$ cat src/rtl/fsm_segment_capture.sv
// Rebuilds the six stopwatch digits from the multiplexed display bus and tracks frame lock.
// Optional BCD_CHECK_EN: when defined, digit values above 9 are rejected and flagged on err_bcd.
module fsm_segment_capture #(
  parameter int LOCK_TIMEOUT = 1024,
  parameter int TO_W         = 16
) (
  input  logic       clk,
  input  logic       rst_n,
  input  logic       sample_en,
  input  logic [3:0] bcd_in,
  input  logic [5:0] sel_in,
  output logic [3:0] d_ms0,
  output logic [3:0] d_ms1,
  output logic [3:0] d_s0,
  output logic [3:0] d_s1,
  output logic [3:0] d_m0,
  output logic [3:0] d_m1,
  output logic       frame_valid,
  output logic       locked,
  output logic       err_sel,
  output logic       err_bcd
);

  // state | meaning
  // HUNT  | waiting for digit 0 to start a frame, not locked
  // TRACK | following the scan order, locked
  typedef enum logic {HUNT, TRACK} state_t;

  localparam logic [5:0]      SEL_FIRST = 6'b10_0000;
  localparam logic [TO_W-1:0] TO_LAST   = TO_W'(LOCK_TIMEOUT - 1);

  state_t          state_q, state_d;
  logic [2:0]      idx_q, idx_d;
  logic [TO_W-1:0] to_cnt_q, to_cnt_d;
  logic [4:0][3:0] shadow_q;
  logic [5:0][3:0] dout_q;
  logic            frame_valid_q, locked_q, err_sel_q, err_bcd_q;

  logic [5:0] sel_exp;
  logic       bcd_ok, sel_first, in_track;
  logic       accept, sel_err, bcd_err, resync, hunt_start, frame_done;
  logic       shadow_we;
  logic [2:0] shadow_idx;

  always_comb begin
    sel_exp   = SEL_FIRST >> idx_q;
    sel_first = (sel_in == SEL_FIRST);
    in_track  = (state_q == TRACK);
`ifdef BCD_CHECK_EN
    bcd_ok    = (bcd_in <= 4'd9);
    bcd_err   = sample_en && in_track && !bcd_ok;
`else
    bcd_ok    = 1'b1;
    bcd_err   = 1'b0;
`endif
    sel_err    = sample_en && in_track && (sel_in != sel_exp);
    accept     = sample_en && in_track && (sel_in == sel_exp) && bcd_ok;
    // Digit 0 out of turn restarts the frame rather than dropping lock.
    resync     = sel_err && !bcd_err && sel_first;
    hunt_start = sample_en && !in_track && sel_first && bcd_ok;
    frame_done = accept && (idx_q == 3'd5);
    shadow_we  = hunt_start || resync || (accept && (idx_q != 3'd5));
    shadow_idx = (hunt_start || resync) ? 3'd0 : idx_q;
  end

  always_ff @(posedge clk or negedge rst_n) begin
    if (!rst_n) begin
      state_q  <= HUNT;
      idx_q    <= 3'd0;
      to_cnt_q <= '0;
    end else begin
      state_q  <= state_d;
      idx_q    <= idx_d;
      to_cnt_q <= to_cnt_d;
    end
  end

  always_comb begin
    state_d  = state_q;
    idx_d    = idx_q;
    to_cnt_d = to_cnt_q;
    case (state_q)
      HUNT: begin
        to_cnt_d = '0;
        if (hunt_start) begin
          state_d = TRACK;
          idx_d   = 3'd1;
        end
      end
      TRACK: begin
        if ((sel_err && !resync) || bcd_err) begin
          state_d  = HUNT;
          idx_d    = 3'd0;
          to_cnt_d = '0;
        end else if (resync) begin
          idx_d    = 3'd1;
          to_cnt_d = '0;
        end else if (accept) begin
          idx_d    = (idx_q == 3'd5) ? 3'd0 : idx_q + 3'd1;
          to_cnt_d = '0;
        end else if (to_cnt_q >= TO_LAST) begin
          state_d  = HUNT;
          idx_d    = 3'd0;
          to_cnt_d = '0;
        end else begin
          to_cnt_d = to_cnt_q + 1'b1;
        end
      end
      default: state_d = HUNT;
    endcase
  end

  always_ff @(posedge clk or negedge rst_n) begin
    if (!rst_n) begin
      shadow_q      <= '0;
      dout_q        <= '0;
      frame_valid_q <= 1'b0;
      locked_q      <= 1'b0;
      err_sel_q     <= 1'b0;
      err_bcd_q     <= 1'b0;
    end else begin
      for (int i = 0; i < 5; i++) begin
        if (shadow_we && (shadow_idx == 3'(i))) shadow_q[i] <= bcd_in;
      end
      if (frame_done) dout_q <= {bcd_in, shadow_q};
      frame_valid_q <= frame_done;
      locked_q      <= (state_d == TRACK);
      err_sel_q     <= sel_err;
      err_bcd_q     <= bcd_err;
    end
  end

  always_comb begin
    d_ms0       = dout_q[0];
    d_ms1       = dout_q[1];
    d_s0        = dout_q[2];
    d_s1        = dout_q[3];
    d_m0        = dout_q[4];
    d_m1        = dout_q[5];
    frame_valid = frame_valid_q;
    locked      = locked_q;
    err_sel     = err_sel_q;
    err_bcd     = err_bcd_q;
  end

endmodule

$ cat config.mk
export PLATFORM = sky130hd
export DESIGN_NAME = fsm_segment_capture
export DESIGN_NICKNAME = d
export VERILOG_FILES = /design/src/rtl/fsm_segment_capture.sv
export SDC_FILE = /design/constraint.sdc
export NUM_CORES = 1
export LEC_CHECK = 0
export CAP_MARGIN = 20
export CORE_MARGIN = 2
export CORE_UTILIZATION = 45
export DETAILED_ROUTE_END_ITERATION = 8
export GPL_TIMING_DRIVEN = 0
export PLACE_DENSITY_LB_ADDON = 0.3
export SYNTH_ARGS = -nofsm -noshare
export SYNTH_HDL_FRONTEND = slang
export SYNTH_SLANG_ARGS = --single-unit
$ cat constraint.sdc
create_clock -name clk -period 2.9 [get_ports clk]
set_input_delay 0.29 -clock clk [delete_from_list [all_inputs] [get_ports clk]]
set_output_delay 0.29 -clock clk [all_outputs]
set_load 0.05 [all_outputs]
# == Word level (Yosys, flattened, before mapping) ==
# Index checks and enable logic that the tools add are counted.
# totals
input_bits,13
reg_bits,66
out_inout_bits,28
word_cells,71
# classes
n_shift,1
reduce_logical,20
muxes,19
bitwise,1
order_cmp,1
eq_ne,11
addsub,2
# ops
operator,count
16-bit two-way mux,4
16-bit one-hot mux with 2 select lines,1
3-bit two-way mux,7
16-bit by 1-bit adder with 16-bit output (second input constant),1
16-bit by 10-bit >= comparator with 1-bit output (second input constant),1
1-bit logical AND,14
3-bit by 2-bit == test with 1-bit output (second input constant),2
3-bit == test (second input constant),2
6-bit == test,1
6-bit == test (second input constant),1
6-bit != test,1
3-bit one-hot mux with 2 select lines,1
6-bit by 3-bit >> shifter with 6-bit output (first input constant),1
1-bit two-way mux,5
5-bit by 1-bit != test with 1-bit output (second input constant),1
3-bit by 1-bit adder with 3-bit output (second input constant),1
3-bit by 1-bit == test with 1-bit output (second input constant),1
3-bit logical NOT,1
3-bit != test (second input constant),1
1-bit logical NOT,2
1-bit logical OR,2
2-bit != test (second input constant),1
1-bit one-hot mux with 2 select lines,1
2-bit AND reduction,1
1-bit inverter,1

# == Longest topological paths before layout ==
# logic_depth
word_depth,8
depth_mapped,9
depth_no_buf,7

# == Least setup slack after synthesis ==
# No wires, ideal clock.
# synth_timing
kind,reg-to-reg
startpoint,register idx_q[0]
endpoint,"register dout_q, in the netlist d_m0[0]"
path_buffers,3
slack_ps,365
setup_time_ps,128
path_stages_with_launch,10
t_arrival_ps,2407
period_less_slack_ps,2535
t_required_ps,2772
path_cell_list,dfrtp_1 -> clkbuf_1 -> and2_1 -> ha_1 -> xnor2_1 -> a21bo_1 -> buf_2 -> nor4_4 -> buf_4 -> mux2_1
# synth_between
elab_chain_len,4
elab_cells_between_ends,5
cone_classes,eq/ne (2); shift (1); reduce/logical (2)
# synth_rtl
item,line_no,source
start: declaration,33,"logic [2:0] idx_q, idx_d;"
start signal: assignment,73,idx_q <= idx_d;
6-bit by 3-bit >> shifter with 6-bit output,46,sel_exp = SEL_FIRST >> idx_q;
6-bit == test,57,accept = sample_en && in_track && (sel_in == sel_exp) && bcd_ok;
1-bit logical AND,57,
1-bit logical AND *,61,frame_done = accept && (idx_q == 3'd5);
end signal: assignment,125,"if (frame_done) dout_q <= {bcd_in, shadow_q};"
end: declaration,36,logic [5:0][3:0] dout_q;
# Every way passes the cells marked *; elsewhere a longest branch is shown, timed or not.
# A chain may end at the register's enable or synchronous reset.

# == Worst setup path after layout ==
# layout_timing
startpoint,register idx_q[1]
endpoint,"register dout_q, in the netlist d_ms0[3]"
# Same word-level chain as after synthesis.

==> impl_metrics.ini <==
[route]
drtIter0Drc = 108
drc = 0
dr_total_vias = 2017
dr.pass1.iters = 4
wl_per_cell_um = 15.1
drt-total-wl_um = 5690
vias_per_cell = 5.36
postRouteAntennaNets = 0

[grt]
grt_max_degree = 67
track_usage_pct = 17.2
antenna_found_initial = 0
grt_pass1_vias = 1967
grt_pass1_wl_um = 9580
gr-total-overflow = 0

[synthesis]
synth_area_leaders = dfrtp_1 57%, mux2_1 7.7%, mux2_2 7.7%, a211oi_1 2.3%, nor2_1 2.2%
syn_area_um2 = 2920
synth_cell_types = 47
synthArstFlopShare_pct = 100
synth-seq-cells = 66
syn_inst = 236
yosysSeqAreaShare_pct = 56.6
ys_warn_count = 0
synth_edf_count = 0
yosysTopAreaCell = dfrtp_1
ys.flop_type = dfrtp_1
synth.top_cell.area_share_pct = 56.6
syn_area_per_cell_um2 = 12.4

[clock_tree]
cts.sinks = 66
cts_max_level = 3
clkTransAtPathRegs_ns = 0.07
clockBufferDepth = 2
cts_buffers = 9
clkLatencyLatePin_ns = 0.34
cts_tree = yes
cts_root_buffer = clkbuf_8

[placement]
place_inst = 358
port_buffers = 39
hpwl_um = 3810
gp_congestion = 0.742

[cells_and_area]
final_common_cell = dfrtp_1
final_nets = 309
n_fill_cell = 541
syn2layout_area_growth_pct = 24.7
multi_input_area_um2 = 1220
final_util_pct = 57.7
diodes = 0
seqCellArea_um2 = 1650
layout-drive-gt1-share_pct = 16.7
final_cell_mix = 66 x dfrtp_1, 38 x clkdlybuf4s50_1, 20 x mux2_1, 20 x mux2_2, 17 x nor2_1
finalNonFillerCells = 376

[sta]
slew-limit-headroom_pct = 45.3
hold_ws_ns = 0.0418
period_needed_ns = 2.68
post-route-period-util_pct = 92.6
finalClockSkew_ns = 0.00975
worst_pin_slew_ns = 0.821
setup_viol = 0
finalHoldViolations = 0
maxSlewViolCount = 0
final.setup.tns_ns = 0
clock.fmax_mhz = 373
rsz0062_at_grt = false

[critical_path]
crit_chain = clkbuf_1 -> and2_1 -> ha_1 -> xnor2_1 -> a21bo_1 -> buf_2 -> nor4_4 -> buf_4 -> buf_4 -> mux2_1
cp-end-kind = flop
crit_buf_inv = 4
path_common_cell = buf_4
required_ns = 3.12
slowest_stage = dfrtp_1
crit_fanout = 10
critPathArrivalTime_ns = 2.91
slowest_delay_ns = 0.37
reg2reg_depth = 10
crit_type = reg -> reg
cp_num_cells = 10
cp-start-kind = flop
crit_family = buffers and inverters

[die]
die_h_um = 84.6
pin_count = 41
dieArea_um2 = 7150
fp-row-count = 29
coreArea_um2 = 6310
start_util_pct = 46.3
die_x_um = 84.6

[power_and_ir_drop]
peakVddDrop_mv = 0.306
cellPowerDensity_nw_per_um2 = 494
p_leak_nw = 1.70

[run_status]
outcome = completed

[flow_run]
cap_violations = 0

[min_path]
hp-class = in -> async
-- power by group --
part	leakage (nW)	total [mW]	switching, mW	internal, mW
registers	0.889	0.958	0.0219	0.936
clock network	0.0919	0.721	0.362	0.359
logic	0.718	0.119	0.0720	0.0471
-- cell families after synthesis --
family	after synthesis	synth area share, %
AND/OR/NAND/NOR	67	13.2
flip-flops	66	56.6
multiplexers	40	15.4
AO/OA/AOI/OAI	35	8.70
buffers and inverters	16	2.48
XOR/XNOR	9	2.70
adder cells (fa/ha/maj)	2	0.857
other	1	0.128
-- cell usage after synthesis, types with 2 or more instances --
cell type / number
o22ai_1: 5
nand3_1: 7
mux2_1: 20
nor3_1: 3
xnor2_1: 3
a211oi_1: 9
nand2_1: 7
o21ai_0: 2
inv_1: 6
and2_1: 4
nor2b_1: 2
buf_4: 3
nand4_1: 2
a21oi_1: 7
dfrtp_1: 66
xor2_1: 6
and3_1: 5
nor4_1: 2
ha_1: 2
nor2_1: 17
or4_1: 2
mux2_2: 20
clkbuf_1: 6
or3_1: 2
and4_1: 2
nand2b_1: 5
-- worst reg2reg max path, stage by stage, from the launching register on --
cell and delay (ns):
dfrtp_1 0.37, clkbuf_1 0.20, and2_1 0.21, ha_1 0.19, xnor2_1 0.22, a21bo_1 0.22, buf_2 0.17, nor4_4 0.26
buf_4 0.18, buf_4 0.20, mux2_1 0.34
-- through the flow --
stage	setup WS, ns	total power, mW	area (um^2)
finish	0.216	1.80	3640
global route	0.0436	1.87	3640
CTS	0.0339	1.81	3620
detailed placement	-0.0383	1.10	3430
global placement	-0.644	1.10	3430
floorplan	0.365	1.03	2940
-- cell type report --
class                           count  share of cell area (%)
Sequential cell                    66                    45.4
Timing Repair Buffer               42                    11.3
Multi-Input combinational cell    160                    33.6
Inverter                            6                   0.619
Buffer                              9                    1.31
Clock inverter                      5                    1.03
Clock buffer                       11                    4.16
Tap cell                           77                    2.65
-- flip-flops by register name (all words and copies together) (netlist names) --
register and flops:
d_s0 4, locked 1, idx_q 3, d_ms1 4, err_sel 1, d_m0 4, d_s1 4, frame_valid 1
d_m1 4, shadow_q 20, d_ms0 4, to_cnt_q 16
-- worst paths after layout --
kind	end	slack, ns	start
max	d_ms0[3]$_DFFE_PN0P_	0.22	idx_q[1]$_DFFE_PN0P_
min	to_cnt_q[4]$_DFF_PN0_	0.04	rst_n
max reg2reg	d_ms0[3]$_DFFE_PN0P_	0.22	idx_q[1]$_DFFE_PN0P_
min reg2reg	d_m1[1]$_DFFE_PN0P_	0.49	d_m1[1]$_DFFE_PN0P_
max in group asynchronous	shadow_q[13]$_DFFE_PN0P_	2.33	rst_n
min in group clk	d_m1[1]$_DFFE_PN0P_	0.49	d_m1[1]$_DFFE_PN0P_
-- layer usage --
metal	global-route usage, %	vias up	wire length (um)
li1	-	965	-
met1	25.6	998	2820
met2	23.8	44	2530
met3	3.44	10	214
met4	9.09	0	126
met5	0	-	0
-- timing repair --
| item | 4_1_cts | 5_1_grt |
|---|---|---|
| resized for setup | 0 | 4 |
| endpoints found under the setup margin | 20 | 32 |
| hold buffers | 0 | 0 |
| setup buffers | 0 | 3 |
| pin swaps | 1 | 1 |
No activity file was read; power rests on OpenSTA's default activity.
